[config.mk]
export PLATFORM = sky130hd
export DESIGN_NAME = uart_rx_frame_ctrl
export DESIGN_NICKNAME = d
export VERILOG_FILES = /design/src/rtl/uart_rx_frame_ctrl.sv
export SDC_FILE = /design/constraint.sdc
export NUM_CORES = 1
export LEC_CHECK = 0
export ABC_AREA = 1
export BUFFER_PORTS_ARGS = -buffer_cell sky130_fd_sc_hd__buf_2
export CAP_MARGIN = 25
export CORE_UTILIZATION = 48
export CTS_CLUSTER_DIAMETER = 60
export CTS_CLUSTER_SIZE = 8
export DETAILED_ROUTE_END_ITERATION = 8
export GPL_ROUTABILITY_DRIVEN = 0
export PLACE_DENSITY_LB_ADDON = 0.12
export SLEW_MARGIN = 0
export SYNTH_ARGS = -nofsm -noshare
export SYNTH_HDL_FRONTEND = slang
export SYNTH_SLANG_ARGS = --single-unit
[constraint.sdc]
create_clock -name CLK -period 1.5 [get_ports CLK]
set_input_delay 0.075 -clock CLK [delete_from_list [all_inputs] [get_ports CLK]]
set_output_delay 0.075 -clock CLK [all_outputs]
set_load 0.02 [all_outputs]
[src/rtl/uart_rx_frame_ctrl.sv]
// uart_rx_frame_ctrl
//
// Receive-side frame controller for a UART. It sits after the RX edge/bit
// counter. It walks each serial frame through start, data, optional parity and
// stop. It samples RX_IN at mid-bit and deserializes the data LSB-first. When a
// frame completes, it publishes either the received byte or the error strobes.
//
// Build option: define UART_RX_MAJORITY_VOTE_EN to take three samples
// (EDG_CNT = H-1, H, H+1) and use their 2-of-3 majority. Without it, only the
// sample at EDG_CNT = H is used, and the outer sample registers do not exist.
//
// Ports
//   CLK             oversampling clock
//   RST             synchronous reset, active low
//   RX_IN           serial line, idle high, already synchronized
//   PRESCALE        oversampling ratio (8, 16 or 32); stable while not idle
//   PAR_EN          parity bit present; latched when a start is detected
//   PAR_TYP         0 = even, 1 = odd; latched when a start is detected
//   BIT_CNT         bit index from the edge/bit counter
//   EDG_CNT         edge index within the current bit, from the counter
//   EDG_BIT_CNT_EN  counter enable, high in every state except IDLE
//   P_DATA          last byte received without error
//   DATA_VALID      one-cycle strobe when P_DATA is updated
//   PAR_ERR         one-cycle strobe, parity mismatch on the completed frame
//   STP_ERR         one-cycle strobe, stop bit sampled low
//   fsm_state       current FSM state, for observation
//
// Handshake: there is no backpressure. DATA_VALID and the error strobes are
// single-cycle qualifiers. The downstream synchronizer must capture P_DATA in
// the cycle DATA_VALID is high.
module uart_rx_frame_ctrl #(
    parameter int DATA_WIDTH = 8
) (
    input  logic                  CLK,
    input  logic                  RST,
    input  logic                  RX_IN,
    input  logic [5:0]            PRESCALE,
    input  logic                  PAR_EN,
    input  logic                  PAR_TYP,
    input  logic [3:0]            BIT_CNT,
    input  logic [4:0]            EDG_CNT,
    output logic                  EDG_BIT_CNT_EN,
    output logic [DATA_WIDTH-1:0] P_DATA,
    output logic                  DATA_VALID,
    output logic                  PAR_ERR,
    output logic                  STP_ERR,
    output logic [2:0]            fsm_state
);

    typedef enum logic [2:0] {
        IDLE   = 3'd0,
        START  = 3'd1,
        DATA   = 3'd2,
        PARITY = 3'd3,
        STOP   = 3'd4
    } state_t;

    localparam logic [3:0] LAST_DATA = 4'(DATA_WIDTH);
    localparam logic [3:0] MAX_BIT   = 4'(DATA_WIDTH + 2);

    state_t                state;
    state_t                next_state;
    logic [DATA_WIDTH-1:0] shift_reg;
    logic                  s_mid;
    logic                  par_en_q;
    logic                  par_typ_q;
    logic                  par_flag;
    logic                  voted;
    logic                  bit_end;
    logic                  bit_overflow;
    logic                  stop_end;
    logic [5:0]            edg_ext;
    logic [5:0]            half;

    // Compare at 6 bits so PRESCALE = 32 (last edge 31) needs no special case.
    assign edg_ext = {1'b0, EDG_CNT};
    assign half    = PRESCALE >> 1;
    assign bit_end = (edg_ext == PRESCALE - 6'd1);

`ifdef UART_RX_MAJORITY_VOTE_EN
    logic s_lo;
    logic s_hi;
    assign voted = (s_lo & s_mid) | (s_lo & s_hi) | (s_mid & s_hi);
`else
    assign voted = s_mid;
`endif

    // A bit index past the last possible stop bit means the counter and the
    // FSM have lost alignment. Abandon the frame silently.
    assign bit_overflow = (state != IDLE) && (BIT_CNT > MAX_BIT);
    assign stop_end     = (state == STOP) && bit_end && !bit_overflow;

    assign EDG_BIT_CNT_EN = (state != IDLE);
    assign fsm_state      = state;

    always_comb begin
        next_state = state;
        case (state)
            IDLE:    if (!RX_IN) next_state = START;
            START:   if (bit_end && BIT_CNT == 4'd0) next_state = voted ? IDLE : DATA;
            DATA:    if (bit_end && BIT_CNT == LAST_DATA) next_state = par_en_q ? PARITY : STOP;
            PARITY:  if (bit_end) next_state = STOP;
            STOP:    if (bit_end) next_state = IDLE;
            default: next_state = IDLE;
        endcase
        if (bit_overflow) next_state = IDLE;
    end

    always_ff @(posedge CLK) begin
        if (!RST) begin
            state      <= IDLE;
            shift_reg  <= '0;
            s_mid      <= 1'b0;
`ifdef UART_RX_MAJORITY_VOTE_EN
            s_lo       <= 1'b0;
            s_hi       <= 1'b0;
`endif
            par_en_q   <= 1'b0;
            par_typ_q  <= 1'b0;
            par_flag   <= 1'b0;
            P_DATA     <= '0;
            DATA_VALID <= 1'b0;
            PAR_ERR    <= 1'b0;
            STP_ERR    <= 1'b0;
        end else begin
            state      <= next_state;
            DATA_VALID <= 1'b0;
            PAR_ERR    <= 1'b0;
            STP_ERR    <= 1'b0;

            // Freeze the line format for the whole frame at start detect.
            if (state == IDLE && !RX_IN) begin
                par_en_q  <= PAR_EN;
                par_typ_q <= PAR_TYP;
                par_flag  <= 1'b0;
            end

            if (state != IDLE) begin
                if (edg_ext == half) s_mid <= RX_IN;
`ifdef UART_RX_MAJORITY_VOTE_EN
                if (edg_ext == half - 6'd1) s_lo <= RX_IN;
                if (edg_ext == half + 6'd1) s_hi <= RX_IN;
`endif
            end

            // Right shift with the new bit at the MSB, so the first data bit
            // ends up in bit 0.
            if (state == DATA && bit_end)
                shift_reg <= {voted, shift_reg[DATA_WIDTH-1:1]};

            if (state == PARITY && bit_end)
                par_flag <= voted ^ (^shift_reg) ^ par_typ_q;

            if (stop_end) begin
                STP_ERR <= ~voted;
                PAR_ERR <= par_flag;
                if (voted && !par_flag) begin
                    DATA_VALID <= 1'b1;
                    P_DATA     <= shift_reg;
                end
            end
        end
    end

endmodule

== Word level (Yosys, flattened, before mapping) ==
Index checks and enable logic that the tools add are counted.
Cells by class
  add/subtract/negate cells: 1
  order comparisons: 1
  equality and inequality tests: 12
  multiplexer cells: 11
  bitwise logic cells: 4
  reductions and logical operators: 22
Operator list (number)
  $mux 3: 6
  $pmux 3 s5: 1
  $ne 2x2->1 const B: 5
  $logic_and 1x1->1: 9
  $reduce_xor 8->1: 1
  $eq 3x2->1 const B: 2
  $eq 5x6->1: 1
  $reduce_and 2->1: 3
  $sub 6x1->6 const B: 1
  $eq 5x5->1: 1
  $reduce_and 5->1: 1
  $eq 4x4->1 const B: 1
  $gt 4x4->1 const B: 1
  $logic_not 4->1: 1
  $eq 3x1->1 const B: 1
  $eq 3x3->1 const B: 1
  $logic_not 1->1: 3
  $logic_not 3->1: 1
  $mux 1: 3
  $reduce_bool 3->1: 1
  $mux 2: 1
  $not 1->1: 2
  $reduce_bool 2->1: 1
  $reduce_or 2->1: 1
  $xor 1x1->1: 2
Storage, ports and cells
  register bits after elaboration: 26
  input bits: 20
  output and inout port bits: 15
  logic and storage cells: 61

== Longest topological paths before layout ==
Gate-level depths: netlist of run 1.
  depth after elaboration: 5
  mapped depth: 15
  mapped depth without buffers: 14

== Worst setup path before layout of run 1 ==
OpenSTA, ideal clock, no wires.
  path type: input -> register
  start point: in PRESCALE[0]
  end point: reg P_DATA[6]
  library setup time: 0.114 ns
  data arrival time: 1.506 ns
  path slack: -0.120 ns
  cell stages on the path: 14
  path buffers: 1
  cell sequence: inv_2 -> ha_1 -> inv_1 -> nand2_1 -> nand2_1 -> nor2_1 -> nand2_1 -> nor2_4 -> nand3_4 -> nor3_4 -> nand3_4 -> buf_6 -> nor2_1 -> nor2_2
On the way
  word-level cells in the longest chain between the ends: 5
Ends and longest elaborated chain
  start, declared: RTL line 37  | input logic [5:0] PRESCALE,
  $sub 6x1->6: RTL line 78  | assign bit_end = (edg_ext == PRESCALE - 6'd1);
  $eq 5x6->1: RTL line 78
  $logic_and 1x1->1 (2 in series): RTL line 91  | assign stop_end = (state == STOP) && bit_end && !bit_overflow;
  $reduce_and 2->1 (no source line)
  end signal, assigned: RTL line 159  | P_DATA <= shift_reg;
  end, declared: RTL line 43  | output logic [DATA_WIDTH-1:0] P_DATA,
Every way passes these cells.
A chain may end at the register's enable or synchronous reset.

== Worst setup path after layout of run 1 ==
  start point: in PRESCALE[0]
  end point: reg P_DATA[7]
The elaborated chain is that of the path after synthesis.

==> results of run 1 <==
-- worst max path at each step --
stage / from / to / slack, ns / cells past startpoint
final: PRESCALE[0] / P_DATA[7]$_SDFFE_PN0P_ / 0.07 / 16
after global routing: PRESCALE[1] / P_DATA[7]$_SDFFE_PN0P_ / -0.05 / 16
after CTS: fsm_state[2]$_SDFFE_PP0P_ / EDG_BIT_CNT_EN / 0.003 / 4
after detailed placement: PRESCALE[0] / P_DATA[4]$_SDFFE_PN0P_ / -0.36 / 15
after global placement: PRESCALE[0] / P_DATA[3]$_SDFFE_PN0P_ / -0.29 / 14
after floorplan: PRESCALE[0] / P_DATA[1]$_SDFFE_PN0P_ / -0.1 / 14
-- metrics by stage --
| stage | hold WS [ns] | power (mW) | instance area [sq um] | cells | setup TNS [ns] |
|---|---|---|---|---|---|
| 3_3_place_gp | 0.364 | 1.62 | 1890 | 330 | -5.22 |
| 4_1_cts | 0.0187 | 1.92 | 1930 | 334 | 0 |
| 3_5_place_dp | 0.374 | 1.63 | 1890 | 330 | -6.29 |
| 5_1_grt | 0.0176 | 2.14 | 2040 | 339 | -0.201 |
| 2_1_floorplan | 0.221 | 1.36 | 1560 | 238 | -0.728 |
| 6_report | 0.0277 | 1.99 | 2040 | 339 | 0 |
-- cell families after synthesis --
kind of cell               count (synthesis)
adders and majority gates                  1
xor gates and xnor gates                  10
and+or+nand+nor                          137
DFF                                       26
AOI/OAI and AO/OA                         24
buffers and inverters                     40
-- report_power, final --
part / total [mW] / internal [mW] / switching (mW)
Sequential: 0.823 / 0.747 / 0.0760
Combinational: 0.880 / 0.354 / 0.526
Clock: 0.290 / 0.0942 / 0.196
Total: 1.99 / 1.20 / 0.798
-- placed cells by master, fill, tap and decap left out, types with 3 or more instances in the layout --
cell	n
nand2_1	65
nor2_1	39
inv_1	32
buf_2	32
dfxtp_1	24
buf_4	19
o21ai_0	13
nand3_1	9
a21oi_1	7
xnor2_1	6
nand4_1	5
nand2_2	4
nor2_2	4
nand3_4	4
xor2_1	4
inv_2	3
nor4_1	3
clkbuf_4	3
buf_6	3
-- final cells by class --
class / count / area share [%]
timing repair buffer: 55 / 17.5
tap: 44 / 2.70
multi-input combinational: 174 / 45.5
sequential: 26 / 25.7
inverter: 37 / 7.55
clock buffer: 3 / 1.10
-- worst max-delay path, stage by stage --
cell and delay, ns:
buf_12 0.09, inv_12 0.03, ha_4 0.25, inv_2 0.03, nand2_2 0.04, nand2_1 0.04
nor2_1 0.08, nand2_1 0.08, nor2_4 0.14, nand3_4 0.09, nor3_4 0.19, buf_6 0.15
nand3_4 0.15, nand2_1 0.12, nand2_1 0.05, nor2_1 0.10
-- timing repair --
item	in CTS	in global routing
cloned	1	1
endpoints found under the setup margin	8	21
gates resized for setup	1	18
pin swaps	2	15
buffers inserted	0	4
-- metal layers --
metal,wire (um),up-vias,part of all wire (%)
met3,169,7,4.9
met2,1600,53,46
met1,1660,673,48
met5,0,-,0
li1,-,857,-
met4,40,0,1.2
==> impl_metrics.py, run 1 <==
metrics = {
    "timing": {
        "fin_skew_ns": 0.00452,
        "worst_slew_pin_slew_ns": 0.453,
        "fmax_ghz": 0.701,
        "setup_violations": 0,
        "relSlewSlack_pct": 69.8,
        "hold_viol": 0,
        "slew_viol_final": 0,
        "fin_crit_ns": 1.43,
        "setup_ws_ns": 0.0737,
        "rsz0062_at_grt": "yes",
        "period_share_pct": 95.1,
    },
    "global_routing": {
        "grt_pass1_wl_um": 5510,
        "grt_max_degree": 22,
        "overflow": 0,
        "grt_pass1_vias": 1309,
        "antenna_found_initial": 0,
        "met3_usage_pct": 3.35,
        "use_met1_pct": 27.0,
        "grt-busiest-layer": "met2",
        "track_usage_pct": 20.9,
        "use_met2_pct": 36.0,
    },
    "setup_path": {
        "cp_max_fo": 8,
        "reg2reg_depth": 7,
        "cp.arrival_ns": 1.70,
        "worst_setup_path_start_kind": "input port",
        "worst_r2r_startpoint": "fsm_state[2]$_SDFFE_PP0P_",
        "rrSetupSlack_ns": 0.08,
        "cp.required_ns": 1.77,
        "worstSetupPathType": "input port to flop",
        "r2r-end": "P_DATA[7]$_SDFFE_PN0P_",
        "worstSetupEndpointType": "flop",
    },
    "pwr": {
        "ir_worst_vdd_v": 0.000443,
        "p_leak_nw": 1.09,
        "p_per_area_mw_per_mm2": 978,
    },
    "cts": {
        "ctsHoldBuffers": 0,
        "h-tree-depth": 1,
        "cts-root-buf": "clkbuf_4",
        "cts_max_path_buffers": 2,
        "numCtsBuffers": 3,
        "clk_pin_slew_worst_paths_ns": 0.13,
        "clock_sinks": 26,
        "clk_latency_ns": 0.32,
        "cts_tree": "yes",
    },
    "layout": {
        "fillers": 286,
        "nNetsFinal": 318,
        "drive_gt1_share_pct": 28.5,
        "fin_util_pct": 67.3,
        "multiInputGateArea_sq_um": 927,
        "syn_to_final_growth_pct": 34.1,
        "seqCellArea_sq_um": 523,
        "n_antenna_cell": 0,
    },
    "floorplan": {
        "dieArea_sq_mm": 0.00340,
        "rows": 20,
        "core_area_sq_mm": 0.00303,
        "start_util_pct": 50.2,
        "num_io_pins": 35,
        "die_y_um": 58.3,
        "die_w_um": 58.3,
    },
    "drt": {
        "ant_nets": 0,
        "vias_per_cell": 4.69,
        "post_drt_wl_per_cell_um": 10.2,
        "vias": 1590,
        "first_iter_violations": 90,
        "remaining_drc_errors": 0,
        "drt_wl_total_um": 3470,
        "drt_first_pass_iters": 4,
    },
    "synthesis": {
        "syn_nets": 259,
        "synth-main-ff-cell": "dfxtp_1",
        "synthTopCellsByCount": "nand2_1, nor2_1, inv_1",
        "synthAdderAreaFrac_pct": 0.823,
        "yosysSeqAreaShare_pct": 34.2,
        "ys_types": 26,
        "avgSynthCellArea_sq_um": 6.39,
        "synthCells": 238,
        "synth_edf_count": 0,
        "yosys.area.top_type_share_pct": 34.2,
        "synth.area.top_cells": "dfxtp_1, nand2_1, nor2_1",
        "yosysTopAreaCell": "dfxtp_1",
        "synthMuxAreaShare_pct": 0,
        "synth_top_family_by_area": "simple AND/OR/NAND/NOR gates",
        "synth_xor_area_share_pct": 5.76,
        "synthArstFlopShare_pct": 0,
        "synth_compound_area_share_pct": 8.64,
        "yosysWarnings": 0,
        "yosys.area_share.simple_pct": 40.1,
        "ys_seq_elements": 26,
        "syn_area_sq_mm": 0.00152,
        "yosysMostFrequentCell": "nand2_1",
    },
    "outcome": {
        "status": "finished clean",
    },
    "min_path": {
        "min_path_cells": 3,
        "whs_endpoint": "par_typ_q$_SDFFE_PN0P_",
        "hp-class": "input port to flop",
        "holdCritStartpoint": "PAR_TYP",
    },
    "placed_design": {
        "dp_hpwl_um": 2490,
        "numPortBuffers": 34,
        "place_ws_ns": -0.358,
    },
    "run": {
        "drv_cap": 0,
    },
}
Note: power is estimated with default switching activity, not from simulation.
==> run 2: changes to the inputs <==
- REMOVE_ABC_BUFFERS: default -> 1
==> run 2 against run 1 <==
The run now ends with negative setup slack left. Flip-flop and latch count is the same. Worst setup slack lost 0.082 ns. Via count shrank 1.6%. Core utilization shrank 2.8 points. Wire length shrank 1.3%. Final cell count shrank 2.1%. Clock skew grew 0.0025 ns.
==> impl_metrics.py, run 2 (synthesis results as in run 1) <==
metrics = {
    "setup_path": {
        "cp.required_ns": 1.76,
        "rrSetupSlack_ns": 0.09,
        "cp_max_fo": 8,
        "reg2reg_depth": 7,
        "r2r-end": "P_DATA[7]$_SDFFE_PN0P_",
        "cp.arrival_ns": 1.77,
        "worst_r2r_startpoint": "fsm_state[2]$_SDFFE_PP0P_",
        "slowest_stage": "ha_4",
        "worst-path-buf-inv": 4,
        "worstSetupEndpointType": "flop",
        "worstSetupPathType": "input port to flop",
        "timing.critical_path.mode_cell": "nand2_1",
        "cp_cell_sequence": "buf_8 -> inv_4 -> ha_4 -> inv_2 -> nand2_1 -> nand2_1 -> nor2_1 -> nand2_1 -> nor2_4 -> nand3_4 -> nor3_4 -> buf_6 -> nand3_4 -> nand2_1 -> nand2_1 -> nor2_1",
        "worst_setup_path_start_kind": "input port",
        "slowest_delay_ns": 0.26,
        "crit_family": "simple AND/OR/NAND/NOR gates",
        "crit_start": "PRESCALE[0]",
    },
    "global_routing": {
        "antenna_found_initial": 0,
        "grt_pass1_wl_um": 5230,
        "grt_max_degree": 22,
        "grt_pass1_vias": 1289,
        "overflow": 0,
        "track_usage_pct": 19.6,
    },
    "drt": {
        "vias_per_cell": 4.71,
        "first_iter_violations": 55,
        "vias": 1564,
        "post_drt_wl_per_cell_um": 10.3,
        "ant_nets": 0,
        "remaining_drc_errors": 0,
        "drt_first_pass_iters": 4,
        "drt_wl_total_um": 3420,
    },
    "cts": {
        "cts-root-buf": "clkbuf_4",
        "clock_sinks": 26,
        "h-tree-depth": 1,
        "clk_pin_slew_worst_paths_ns": 0.13,
        "clk_latency_ns": 0.31,
        "cts_tree": "yes",
        "numCtsBuffers": 3,
        "cts_max_path_buffers": 2,
    },
    "timing": {
        "worst_slew_pin_slew_ns": 0.353,
        "fin_crit_ns": 1.51,
        "setup_tns_ns": -0.00820,
        "slew_viol_final": 0,
        "hold_viol": 0,
        "rsz0062_at_grt": "yes",
        "setup_violations": 1,
        "setup_ws_ns": -0.00820,
        "fmax_ghz": 0.663,
        "fin_skew_ns": 0.00705,
        "period_share_pct": 101,
        "relSlewSlack_pct": 76.5,
    },
    "pwr": {
        "p_leak_nw": 1.06,
        "p_per_area_mw_per_mm2": 978,
        "ir_worst_vdd_v": 0.000992,
    },
    "placed_design": {
        "place_area_sq_mm": 0.00181,
        "place_ws_ns": -0.254,
        "dp_hpwl_um": 2380,
        "numPortBuffers": 34,
    },
    "layout": {
        "nNetsFinal": 311,
        "fillers": 291,
        "final_cell_mix": "nand2_1, nor2_1, inv_1, buf_2, dfxtp_1",
        "drive_gt1_share_pct": 26.7,
        "n_antenna_cell": 0,
        "syn_to_final_growth_pct": 28.5,
        "layout_commonest_cell": "nand2_1",
        "design_area_sq_mm": 0.00195,
    },
    "floorplan": {
        "die_w_um": 58.3,
        "num_io_pins": 35,
        "rows": 20,
        "dieArea_sq_mm": 0.00340,
        "start_util_pct": 50.2,
        "die_y_um": 58.3,
        "core_area_sq_mm": 0.00303,
    },
    "min_path": {
        "hp-class": "input port to flop",
        "holdCritStartpoint": "PAR_TYP",
        "whs_endpoint": "par_typ_q$_SDFFE_PN0P_",
        "min_path_cells": 3,
    },
    "run": {
        "drv_cap": 0,
    },
    "outcome": {
        "violations": "negative setup slack",
        "status": "finished with violations",
    },
}
-- run 2: stage by stage --
| step | utilization (%) | instances | power, mW | hold WS [ns] |
|---|---|---|---|---|
| floorplan | - | 235 | 1.34 | 0.195 |
| global placement | 59.7 | 324 | 1.61 | 0.351 |
| detailed placement | 59.7 | 324 | 1.61 | 0.361 |
| CTS | 60.5 | 327 | 1.89 | 0.0193 |
| global route | 64.5 | 332 | 2.06 | 0.0439 |
| finish | 64.5 | 332 | 1.91 | 0.0351 |
-- run 2: metal layers --
layer / vias to the layer above / GRT usage (%) / share of wire (%)
met5: - / 0 / 0
met4: 0 / 6.12 / 0.76
met3: 4 / 3.35 / 3.7
met2: 36 / 30.7 / 44
met1: 683 / 27.5 / 51
li1: 841 / - / -
-- run 2: power breakdown --
| group | switching, mW | internal, mW | leakage [nW] |
|---|---|---|---|
| Sequential | 0.0569 | 0.745 | 0.211 |
| Clock | 0.180 | 0.0937 | 0.0138 |
| Combinational | 0.509 | 0.326 | 0.839 |
| Total | 0.746 | 1.16 | 1.06 |
-- run 2: worst min-delay path, stage by stage --
cell and delay [ns]:
buf_2 0.10, nand3_1 0.07, a21oi_1 0.06
-- run 2: area by class of cell --
cell class                      instances  area, sq um  share of cell area [%]
Tap cell                               44         55.1                    2.82
Inverter                               37          144                    7.37
Clock buffer                            3         22.5                    1.15
Timing Repair Buffer                   49          307                    15.7
Sequential cell                        26          522                    26.7
Multi-Input combinational cell        173          903                    46.3
-- run 2: how the worst max path moves through the flow --
stage / cells past startpoint / end / slack, ns
6_report: 16 / P_DATA[7]$_SDFFE_PN0P_ / -0.008
5_1_grt: 16 / P_DATA[7]$_SDFFE_PN0P_ / -0.07
4_1_cts: 14 / P_DATA[6]$_SDFFE_PN0P_ / 0.08
2_1_floorplan: 13 / P_DATA[6]$_SDFFE_PN0P_ / -0.05
3_3_place_gp: 14 / P_DATA[6]$_SDFFE_PN0P_ / -0.21
3_5_place_dp: 14 / P_DATA[6]$_SDFFE_PN0P_ / -0.25
-- run 2: what timing repair did --
item,4_1_cts,5_1_grt
setup endpoints to repair,0,17
buffers inserted,0,4
resized for setup,0,22
hold buffers,0,0
